File: config.mk
export PLATFORM = sky130hd
export DESIGN_NAME = instr_fetch_unit_flat
export DESIGN_NICKNAME = d
export VERILOG_FILES = /design/src/rtl/instr_fetch_unit_pkg.sv /design/src/rtl/instr_fetch_unit_if.sv /design/src/rtl/instr_fetch_unit_skid.sv /design/src/rtl/instr_fetch_unit.sv /design/src/flat_wrapper.sv
export SDC_FILE = /design/constraint.sdc
export NUM_CORES = 1
export LEC_CHECK = 0
export ABC_AREA = 1
export ABC_CLOCK_PERIOD_IN_PS = 2900
export CORE_ASPECT_RATIO = 0.7
export CORE_UTILIZATION = 40
export DETAILED_ROUTE_END_ITERATION = 12
export GPL_ROUTABILITY_DRIVEN = 0
export PLACE_DENSITY = 0.71
export RECOVER_POWER = 100
export SLEW_MARGIN = 15
export SYNTH_ARGS = -nofsm -noshare
export SYNTH_HDL_FRONTEND = slang
export SYNTH_HIERARCHICAL = 1
export SYNTH_SLANG_ARGS = --single-unit
File: constraint.sdc
create_clock -name clk -period 2.9 [get_ports clk]
set_input_delay 0.29 -clock clk [delete_from_list [all_inputs] [get_ports clk]]
set_output_delay 0.29 -clock clk [all_outputs]
set_load 0.02 [all_outputs]
File: src/rtl/instr_fetch_unit_pkg.sv
// Shared types and constants for the instruction fetch stage.
package instr_fetch_unit_pkg;

  // Fetch controller states.
  typedef enum logic [1:0] {
    ST_IDLE    = 2'd0,
    ST_FETCH   = 2'd1,
    ST_BLOCKED = 2'd2
  } fetch_state_e;

  // Instruction presented when nothing has been fetched yet.
  localparam logic [31:0] NOP = 32'h0000_0000;

  // Sequential fetch increment in bytes.
  localparam int unsigned PC_INC = 4;

  // Mask with the low 'bits' bits set; used to clear PC bits above the
  // implemented address range.
  function automatic logic [63:0] low_mask(input int unsigned bits);
    if (bits >= 64) begin
      return '1;
    end
    return (64'd1 << bits) - 64'd1;
  endfunction

endpackage

File: src/rtl/instr_fetch_unit_if.sv
// Instruction-memory request bus and decode-side output handshake.
interface instr_fetch_unit_if #(
  parameter int N = 32
);
  logic         imem_req;
  logic [N-1:0] imem_addr;
  logic         imem_ack;
  logic [N-1:0] imem_rdata;
  logic         stall;
  logic         inst_valid;
  logic [N-1:0] inst_out;
  logic [N-1:0] inst_pc;

  // Fetch unit side.
  modport master (
    output imem_req, imem_addr, inst_valid, inst_out, inst_pc,
    input  imem_ack, imem_rdata, stall
  );

  // Memory/decode side.
  modport slave (
    input  imem_req, imem_addr, inst_valid, inst_out, inst_pc,
    output imem_ack, imem_rdata, stall
  );
endinterface

File: src/rtl/instr_fetch_unit_skid.sv
// Output register plus one skid entry between fetch and decode.
// The controller decides which action applies each cycle; this block only
// applies it with flush taking precedence over everything else.
module fetch_skid_buffer
  import instr_fetch_unit_pkg::*;
#(
  parameter int N = 32
) (
  input  logic         clk,
  input  logic         reset,
  input  logic         load,      // write incoming word into output register
  input  logic         push,      // write incoming word into skid register
  input  logic         pop,       // move skid word into output register
  input  logic         flush,     // discard output and skid contents
  input  logic         stall,     // decode not consuming the output this cycle
  input  logic [N-1:0] in_data,
  input  logic [N-1:0] in_pc,
  output logic         out_valid,
  output logic [N-1:0] out_data,
  output logic [N-1:0] out_pc
);

  logic         out_valid_q, out_valid_d;
  logic [N-1:0] out_data_q, out_data_d;
  logic [N-1:0] out_pc_q, out_pc_d;
  logic         skid_valid_q, skid_valid_d;
  logic [N-1:0] skid_data_q, skid_data_d;
  logic [N-1:0] skid_pc_q, skid_pc_d;

  // Next contents of the output and skid registers.
  always_comb begin
    out_valid_d  = out_valid_q;
    out_data_d   = out_data_q;
    out_pc_d     = out_pc_q;
    skid_valid_d = skid_valid_q;
    skid_data_d  = skid_data_q;
    skid_pc_d    = skid_pc_q;
    if (flush) begin
      out_valid_d  = 1'b0;
      skid_valid_d = 1'b0;
    end else if (pop && skid_valid_q) begin
      out_valid_d  = 1'b1;
      out_data_d   = skid_data_q;
      out_pc_d     = skid_pc_q;
      skid_valid_d = 1'b0;
    end else if (load) begin
      out_valid_d = 1'b1;
      out_data_d  = in_data;
      out_pc_d    = in_pc;
    end else if (push) begin
      skid_valid_d = 1'b1;
      skid_data_d  = in_data;
      skid_pc_d    = in_pc;
    end else if (!stall) begin
      // Decode consumed the word and nothing replaces it.
      out_valid_d = 1'b0;
    end
  end

  // Register update with synchronous reset to an empty buffer showing NOP.
  always_ff @(posedge clk) begin
    if (reset) begin
      out_valid_q  <= 1'b0;
      out_data_q   <= N'(NOP);
      out_pc_q     <= '0;
      skid_valid_q <= 1'b0;
      skid_data_q  <= '0;
      skid_pc_q    <= '0;
    end else begin
      out_valid_q  <= out_valid_d;
      out_data_q   <= out_data_d;
      out_pc_q     <= out_pc_d;
      skid_valid_q <= skid_valid_d;
      skid_data_q  <= skid_data_d;
      skid_pc_q    <= skid_pc_d;
    end
  end

  assign out_valid = out_valid_q;
  assign out_data  = out_data_q;
  assign out_pc    = out_pc_q;

endmodule

File: src/rtl/instr_fetch_unit.sv
// Fetch stage: issues req/ack reads at the PC, chooses the next PC and
// hands fetched words to decode through a one-deep skid buffer. The PC
// register has no enable, so holding the PC means driving new_pc = pc_value.
module instr_fetch_unit
  import instr_fetch_unit_pkg::*;
#(
  parameter int N         = 32,
  parameter int ADDR_BITS = 20
) (
  input  logic                clk,
  input  logic                reset,
  input  logic [N-1:0]        pc_value,
  output logic [N-1:0]        new_pc,
  input  logic                branch_taken,
  input  logic [N-1:0]        branch_target,
  input  logic                jump,
  input  logic [N-1:0]        jump_target,
  instr_fetch_unit_if.master  bus
);

  localparam logic [N-1:0] ADDR_MASK = N'(low_mask(ADDR_BITS));

  fetch_state_e state_q, state_d;
  logic [N-1:0] imem_addr_q, imem_addr_d;
  logic         drop_q, drop_d;

  logic         buf_load, buf_push, buf_pop, buf_flush;
  logic         buf_valid;
  logic [N-1:0] buf_data, buf_pc;

  logic         redirect;
  logic [N-1:0] redirect_pc;
  logic [N-1:0] hold_pc;
  logic [N-1:0] seq_pc;

  // Candidate next-PC values; jump wins over branch.
  always_comb begin
    redirect    = jump | branch_taken;
    redirect_pc = (jump ? jump_target : branch_target) & ADDR_MASK;
    hold_pc     = pc_value & ADDR_MASK;
    seq_pc      = (pc_value + N'(PC_INC)) & ADDR_MASK;
  end

  // Next state, request address, drop flag, next PC and buffer controls.
  always_comb begin
    state_d     = state_q;
    imem_addr_d = imem_addr_q;
    drop_d      = drop_q;
    new_pc      = hold_pc;
    buf_load    = 1'b0;
    buf_push    = 1'b0;
    buf_pop     = 1'b0;
    buf_flush   = 1'b0;
    case (state_q)
      ST_IDLE: begin
        imem_addr_d = hold_pc;
        state_d     = ST_FETCH;
      end
      ST_FETCH: begin
        if (redirect) begin
          new_pc    = redirect_pc;
          buf_flush = 1'b1;
          if (bus.imem_ack) begin
            // Word returned this cycle belongs to the old path: discard it.
            imem_addr_d = redirect_pc;
            drop_d      = 1'b0;
          end else begin
            // Request stays on the bus; its late data must be dropped.
            drop_d = 1'b1;
          end
        end else if (bus.imem_ack) begin
          if (drop_q) begin
            drop_d      = 1'b0;
            imem_addr_d = hold_pc;
          end else begin
            new_pc = seq_pc;
            if (!buf_valid || !bus.stall) begin
              buf_load    = 1'b1;
              imem_addr_d = seq_pc;
            end else begin
              buf_push = 1'b1;
              state_d  = ST_BLOCKED;
            end
          end
        end
      end
      ST_BLOCKED: begin
        if (redirect) begin
          new_pc      = redirect_pc;
          buf_flush   = 1'b1;
          imem_addr_d = redirect_pc;
          state_d     = ST_FETCH;
        end else if (!bus.stall) begin
          buf_pop     = 1'b1;
          imem_addr_d = hold_pc;
          state_d     = ST_FETCH;
        end
      end
      default: state_d = ST_IDLE;
    endcase
    if (reset) begin
      new_pc = '0;
    end
  end

  // Controller state with synchronous reset.
  always_ff @(posedge clk) begin
    if (reset) begin
      state_q     <= ST_IDLE;
      imem_addr_q <= '0;
      drop_q      <= 1'b0;
    end else begin
      state_q     <= state_d;
      imem_addr_q <= imem_addr_d;
      drop_q      <= drop_d;
    end
  end

  fetch_skid_buffer #(.N(N)) u_skid (
    .clk       (clk),
    .reset     (reset),
    .load      (buf_load),
    .push      (buf_push),
    .pop       (buf_pop),
    .flush     (buf_flush),
    .stall     (bus.stall),
    .in_data   (bus.imem_rdata),
    .in_pc     (imem_addr_q),
    .out_valid (buf_valid),
    .out_data  (buf_data),
    .out_pc    (buf_pc)
  );

  assign bus.imem_req   = (state_q == ST_FETCH);
  assign bus.imem_addr  = imem_addr_q;
  assign bus.inst_valid = buf_valid;
  assign bus.inst_out   = buf_data;
  assign bus.inst_pc    = buf_pc;

endmodule

File: src/flat_wrapper.sv
// flat-port wrapper written by rule: the top's interface ports become plain ports
module instr_fetch_unit_flat import instr_fetch_unit_pkg::*;
#(
  parameter int N         = 32,
  parameter int ADDR_BITS = 20
)
  (clk, reset, pc_value, new_pc, branch_taken, branch_target, jump, jump_target, bus_imem_req, bus_imem_addr, bus_inst_valid, bus_inst_out, bus_inst_pc, bus_imem_ack, bus_imem_rdata, bus_stall);
  instr_fetch_unit_if #(.N(N)) bus_i ();
  input  logic clk;
  input  logic reset;
  input  logic [N-1:0] pc_value;
  output logic [N-1:0] new_pc;
  input  logic branch_taken;
  input  logic [N-1:0] branch_target;
  input  logic jump;
  input  logic [N-1:0] jump_target;
  output wire logic [$bits(bus_i.imem_req)-1:0] bus_imem_req;
  output wire logic [$bits(bus_i.imem_addr)-1:0] bus_imem_addr;
  output wire logic [$bits(bus_i.inst_valid)-1:0] bus_inst_valid;
  output wire logic [$bits(bus_i.inst_out)-1:0] bus_inst_out;
  output wire logic [$bits(bus_i.inst_pc)-1:0] bus_inst_pc;
  input wire logic [$bits(bus_i.imem_ack)-1:0] bus_imem_ack;
  input wire logic [$bits(bus_i.imem_rdata)-1:0] bus_imem_rdata;
  input wire logic [$bits(bus_i.stall)-1:0] bus_stall;
  assign bus_imem_req = bus_i.imem_req;
  assign bus_imem_addr = bus_i.imem_addr;
  assign bus_inst_valid = bus_i.inst_valid;
  assign bus_inst_out = bus_i.inst_out;
  assign bus_inst_pc = bus_i.inst_pc;
  assign bus_i.imem_ack = bus_imem_ack;
  assign bus_i.imem_rdata = bus_imem_rdata;
  assign bus_i.stall = bus_stall;
  instr_fetch_unit #(.N(N), .ADDR_BITS(ADDR_BITS)) u_core (.clk(clk), .reset(reset), .pc_value(pc_value), .new_pc(new_pc), .branch_taken(branch_taken), .branch_target(branch_target), .jump(jump), .jump_target(jump_target), .bus(bus_i));
endmodule
Word level (Yosys, flattened, before mapping)
Cells that the tools add are included.
{"block": "totals", "reg_bits": 165, "out_inout_bits": 130, "word_cells": 90}
{"block": "classes", "mux": 48, "n_bitwise": 4, "reduce_logical": 18, "eq_ne": 10, "addsub": 1}
{"cell": "$mux W32", "count": 14}
{"cell": "$pmux W32 S3", "count": 1}
{"cell": "$pmux W32 S2", "count": 1}
{"cell": "$mux W20", "count": 3}
{"cell": "$mux W1", "count": 22}
{"cell": "$add A20 B3 Y20 const B", "count": 1}
{"cell": "$mux W2", "count": 6}
{"cell": "$reduce_and A2 Y1", "count": 4}
{"cell": "$reduce_and A4 Y1", "count": 2}
{"cell": "$ne A2 B2 Y1 const B", "count": 3}
{"cell": "$ne A3 B2 Y1 const B", "count": 2}
{"cell": "$pmux W2 S3", "count": 1}
{"cell": "$reduce_and A5 Y1", "count": 1}
{"cell": "$ne A4 B1 Y1 const B", "count": 1}
{"cell": "$reduce_bool A2 Y1", "count": 2}
{"cell": "$reduce_or A2 Y1", "count": 2}
{"cell": "$ne A3 B1 Y1 const B", "count": 1}
{"cell": "$not A1 Y1", "count": 3}
{"cell": "$reduce_bool A3 Y1", "count": 1}
{"cell": "$reduce_or A3 Y1", "count": 1}
{"cell": "$eq A2 B1 Y1 const B", "count": 1}
{"cell": "$eq A2 B2 Y1 const B", "count": 1}
{"cell": "$logic_not A1 Y1", "count": 2}
{"cell": "$logic_not A2 Y1", "count": 1}
{"cell": "other kinds (4)", "count": 4}

Logic depth before layout (Yosys ltp)
{"block": "depth", "ltp_word": 10, "depth_mapped": 16, "depth_no_buf": 13}

By module
The synthesis kept the hierarchy.
{"module": "fetch_skid_buffer", "seq_area_each_um2": 2602.5, "area_each_um2": 6399.9, "cells_per_inst": 1047, "n_inst": 1}
{"module": "instr_fetch_unit", "seq_area_each_um2": 460.4, "area_each_um2": 3200.6, "cells_per_inst": 597, "n_inst": 1}

Worst setup path after synthesis
Ideal clock, no wire load.
{"block": "synth_path", "kind": "flip-flop to flip-flop", "start": "register u_core.state_q[1]", "end": "register u_core.u_skid.skid_data_q[0]", "arrival_time_ns": 2.182, "slack_ns": 0.605, "setup_time_ns": 0.113, "synth_period_minus_slack_ns": 2.295, "stages_incl_launch_ff": 16, "cell_sequence": "dfxtp_1 -> inv_1 -> ha_1 -> buf_2 -> buf_1 -> nand2_1 -> inv_1 -> nand3_1 -> nor2_1 -> inv_1 -> nor2_1 -> buf_2 -> buf_2 -> nand4_1 -> nand2_1 -> nor2_1"}
{"block": "synth_via", "word_cells_on_any_way": 12, "cone_classes": "eq/ne (2); mux (4); bitwise (3); reduce/logical (3)"}
{"item": "start, declared", "line_no": "instr_fetch_unit.sv:23", "text": "fetch_state_e state_q, state_d;"}
{"item": "start signal, assigned", "line_no": "instr_fetch_unit.sv:113", "text": "state_q <= state_d;"}
{"item": "$eq A2 B1 Y1"}
{"item": "named net bus_imem_req", "line_no": "flat_wrapper.sv:17", "text": "output wire logic [$bits(bus_i.imem_req)-1:0] bus_imem_req;"}
{"item": "$mux W1", "line_no": "instr_fetch_unit.sv:54", "text": "case (state_q)"}
{"item": "named net u_core.buf_push", "line_no": "instr_fetch_unit.sv:27", "text": "logic buf_load, buf_push, buf_pop, buf_flush;"}
{"item": "$reduce_and A4 Y1 (no line)"}
{"item": "end signal, assigned", "line_no": "instr_fetch_unit_skid.sv:74", "text": "skid_data_q <= skid_data_d;"}
{"item": "end, declared", "line_no": "instr_fetch_unit_skid.sv:27", "text": "logic [N-1:0] skid_data_q, skid_data_d;"}
The timed path passes the listed nets, and every way through them passes these cells.
A chain may end at the register's enable or synchronous reset.

Worst setup path in the final report
{"block": "layout_path", "start": "input pc_value[2]", "end": "output new_pc[6]"}
{"block": "layout_via", "elab_chain_len": 6}
{"item": "start, declared", "line_no": "flat_wrapper.sv:11", "text": "input logic [N-1:0] pc_value;"}
{"item": "$add A20 B3 Y20", "line_no": "instr_fetch_unit.sv:41", "text": "seq_pc = (pc_value + N'(PC_INC)) & ADDR_MASK;"}
{"item": "$mux W20", "line_no": "instr_fetch_unit.sv:72", "text": "if (drop_q) begin"}
{"item": "$mux W32", "line_no": "instr_fetch_unit.sv:71", "text": "end else if (bus.imem_ack) begin"}
{"item": "$mux W32", "line_no": "instr_fetch_unit.sv:60", "text": "if (redirect) begin"}
{"item": "$pmux W32 S2", "line_no": "instr_fetch_unit.sv:54"}
{"item": "$mux W32", "line_no": "instr_fetch_unit.sv:101", "text": "if (reset) begin"}
{"item": "end, declared", "line_no": "flat_wrapper.sv:12", "text": "output logic [N-1:0] new_pc;"}
No other way between the ends.

==> flow_metrics.tcl <==
set metrics [dict create \
    status "completed" \
    dieArea_um2 24640 \
    rsz0062_at_grt "no" \
    clk_pin_slew_worst_paths_ns 0.06 \
    yosysTopAreaCellShare 0.3190 \
    grt_pass1_wl_mm 45.04 \
    finalNonFillerCells 2173 \
    ys_warn_count 6 \
    clock-sinks 153 \
    fillers 2396 \
    critPathKind "primary input to primary output" \
    diodes 0 \
    wl_mm 27.45 \
    slew_viol_final 0 \
    initial_core_util 0.4071 \
    final-hold-violation-count 0 \
    fmaxAchievable_ghz 0.3548 \
    synth_ff_type "dfxtp_1" \
    port_buffers 203 \
    fp.coreArea_um2 23580 \
    netlist_top_cells_area "dfxtp_1 32%, nand2_1 23%, nor2_1 12%" \
    final_antenna_net_count 0 \
    worst_pin_slew_ns 1.056 \
    drc 0 \
    met3_usage 0.03900 \
    cp_data_required_time_ns 2.61 \
    area_growth_pct 30.64 \
    via_per_inst 4.769 \
    synth-edff-count 0 \
    grt_antenna_before_repair 0 \
    period_needed_ns 2.819 \
    gr-total-overflow 0 \
    skew_ns 0.01697 \
    ios 264 \
    p_per_area_nw_per_um2 453.3 \
    peakVddDrop_mv 0.3825 \
    final_core_util 0.5319 \
    met2_usage 0.3594 \
    synth_cell_types 32 \
    place_inst 2139 \
    syn_inst 1644 \
    drv_cap 0 \
    syn_area_um2 9600 \
    clockRootBuffer "clkbuf_16" \
    worst_hold_path_type "flop to flop" \
    top_usage_layer "met2" \
    ys_seq_elements 153 \
    fp.dieH_um 131.6 \
    grt_pass1_vias 9346 \
    num_vias 10360 \
    grt_use_total 0.2205 \
    first_pass_iters 5 \
    use_met1 0.3027 \
    setup_viol 0 \
    power.total_uw 5685 \
    crit_fanout 5 \
    slew_headroom 0.2962 \
    syn_avg_cell_area_um2 5.840 \
    htree_num_levels 4 \
    cts_tree "yes" \
    clk_latency_ns 0.42 \
    layout-drive-gt1-share 0.06038 \
    finalCritPeriodShare 0.9720 \
    yosys.area.top_type "dfxtp_1" \
    final_nets 1981 \
    synth_commonest_cells "584 x nand2_1, 304 x nor2_1, 180 x inv_1" \
    cts_buffer_depth 2 \
    worstSetupEndpointType "primary output" \
    p_leak_uw 0.006409 \
    yosysMostFrequentCell "nand2_1" \
    wl_per_cell_um 12.63 \
    fin_setup_tns_ns 0 \
    ys_seq_area_frac 0.3190 \
    cp.arrival_ns 2.53 \
    grt_max_degree 95 \
    cts_buffers 17 \
    startpoint_type "primary input" \
    async_reset_ff_frac 0 \
    dp_hpwl_mm 18.50 \
    die_w_um 187.2 \
    drtIter0Drc 808 \
    num_rows 47 \
]
==> sequential cells by signal (all words and copies together), names as in the netlist <==
name,cells
u_core/bus.imem_addr,20
u_core/drop_q,1
u_core/state_q,2
u_core/u_skid/out_data,32
u_core/u_skid/out_pc,32
u_core/u_skid/out_valid,1
u_core/u_skid/skid_data_q,32
u_core/u_skid/skid_pc_q,32
u_core/u_skid/skid_valid_q,1
==> report_power, final <==
part	internal, uW	switching (uW)
logic	494	743
clock network	1220	999
registers	2170	63.3
total	3880	1800
==> critical path, cell delays in order <==
cell and delay [ns]:
clkdlybuf4s50_1 0.53, ha_1 0.18, nand2_2 0.08, nor2_4 0.25
buf_4 0.17, xor2_1 0.18, nand2_1 0.07, a21oi_1 0.13
o21ai_0 0.11, a21oi_1 0.17, dlygate4sd2_1 0.37
==> stage by stage <==
stage | cell area, um^2 | setup WS [ns] | hold slack (ns)
2_1_floorplan | 9777 | 0.6052 | 0.3685
3_3_place_gp | 11960 | 0.03726 | 0.4618
3_5_place_dp | 11960 | -0.03941 | 0.4719
4_1_cts | 12530 | 0.0007312 | 0.4863
5_1_grt | 12540 | 0.003537 | 0.5036
6_report | 12540 | 0.08131 | 0.4835
==> placed cells by master, fill, tap and decap left out, types with 9 or more instances in the layout <==
master,n
nand4_1,69
clkbuf_16,17
inv_1,181
o211ai_1,18
o21ai_0,28
nor2_1,303
conb_1,48
clkdlybuf4s50_1,100
dlygate4sd2_1,9
nand3_1,55
buf_4,44
nand2_1,583
o21ai_1,19
dlygate4sd3_1,86
dfxtp_1,153
a21oi_1,56
==> kinds of logic after synthesis <==
| logic type | count (synthesis) | synth area share |
|---|---|---|
| AO/OA/AOI/OAI | 132 | 0.07546 |
| XOR/XNOR | 8 | 0.007299 |
| adder cells (fa/ha/maj) | 5 | 0.006516 |
| buffers and inverters | 314 | 0.1539 |
| flip-flops | 153 | 0.3190 |
| other | 1 | 0.0003906 |
| AND/OR/NAND/NOR | 1031 | 0.4374 |
==> timing repair <==
action / CTS / global route
buffers inserted: 0 / 2
endpoints found under the setup margin: 9 / 8
resized for setup: 9 / 8
pin swaps: 0 / 1
hold buffers: 0 / 0
==> layout make-up <==
type,count,area [um^2],share of cell area
Timing Repair Buffer,259,2546,0.2030
Tap cell,318,397.9,0.03172
Clock inverter,15,153.9,0.01227
Sequential cell,153,3063,0.2442
Inverter,187,704.4,0.05617
Multi-Input combinational cell,1224,5251,0.4187
Clock buffer,17,425.4,0.03392
==> routing by layer <==
layer,up-vias,wire length (um)
met5,-,0
met4,0,194
met3,21,1900
met2,298,12330
met1,4655,13030
li1,5389,-
==> worst paths after layout <==
path | from | endpoint | cells after the start | slack (ns)
min | u_core/u_skid/skid_data_q[8] | u_core/u_skid/skid_data_q[8] | 2 | 0.48
min reg2reg | u_core/u_skid/skid_data_q[8] | u_core/u_skid/skid_data_q[8] | 2 | 0.48
max reg2reg | u_core/state_q[0] | u_core/u_skid/skid_data_q[8] | 11 | 0.18
max | pc_value[2] | new_pc[6] | 11 | 0.08
(Power assumes the default switching activity.)
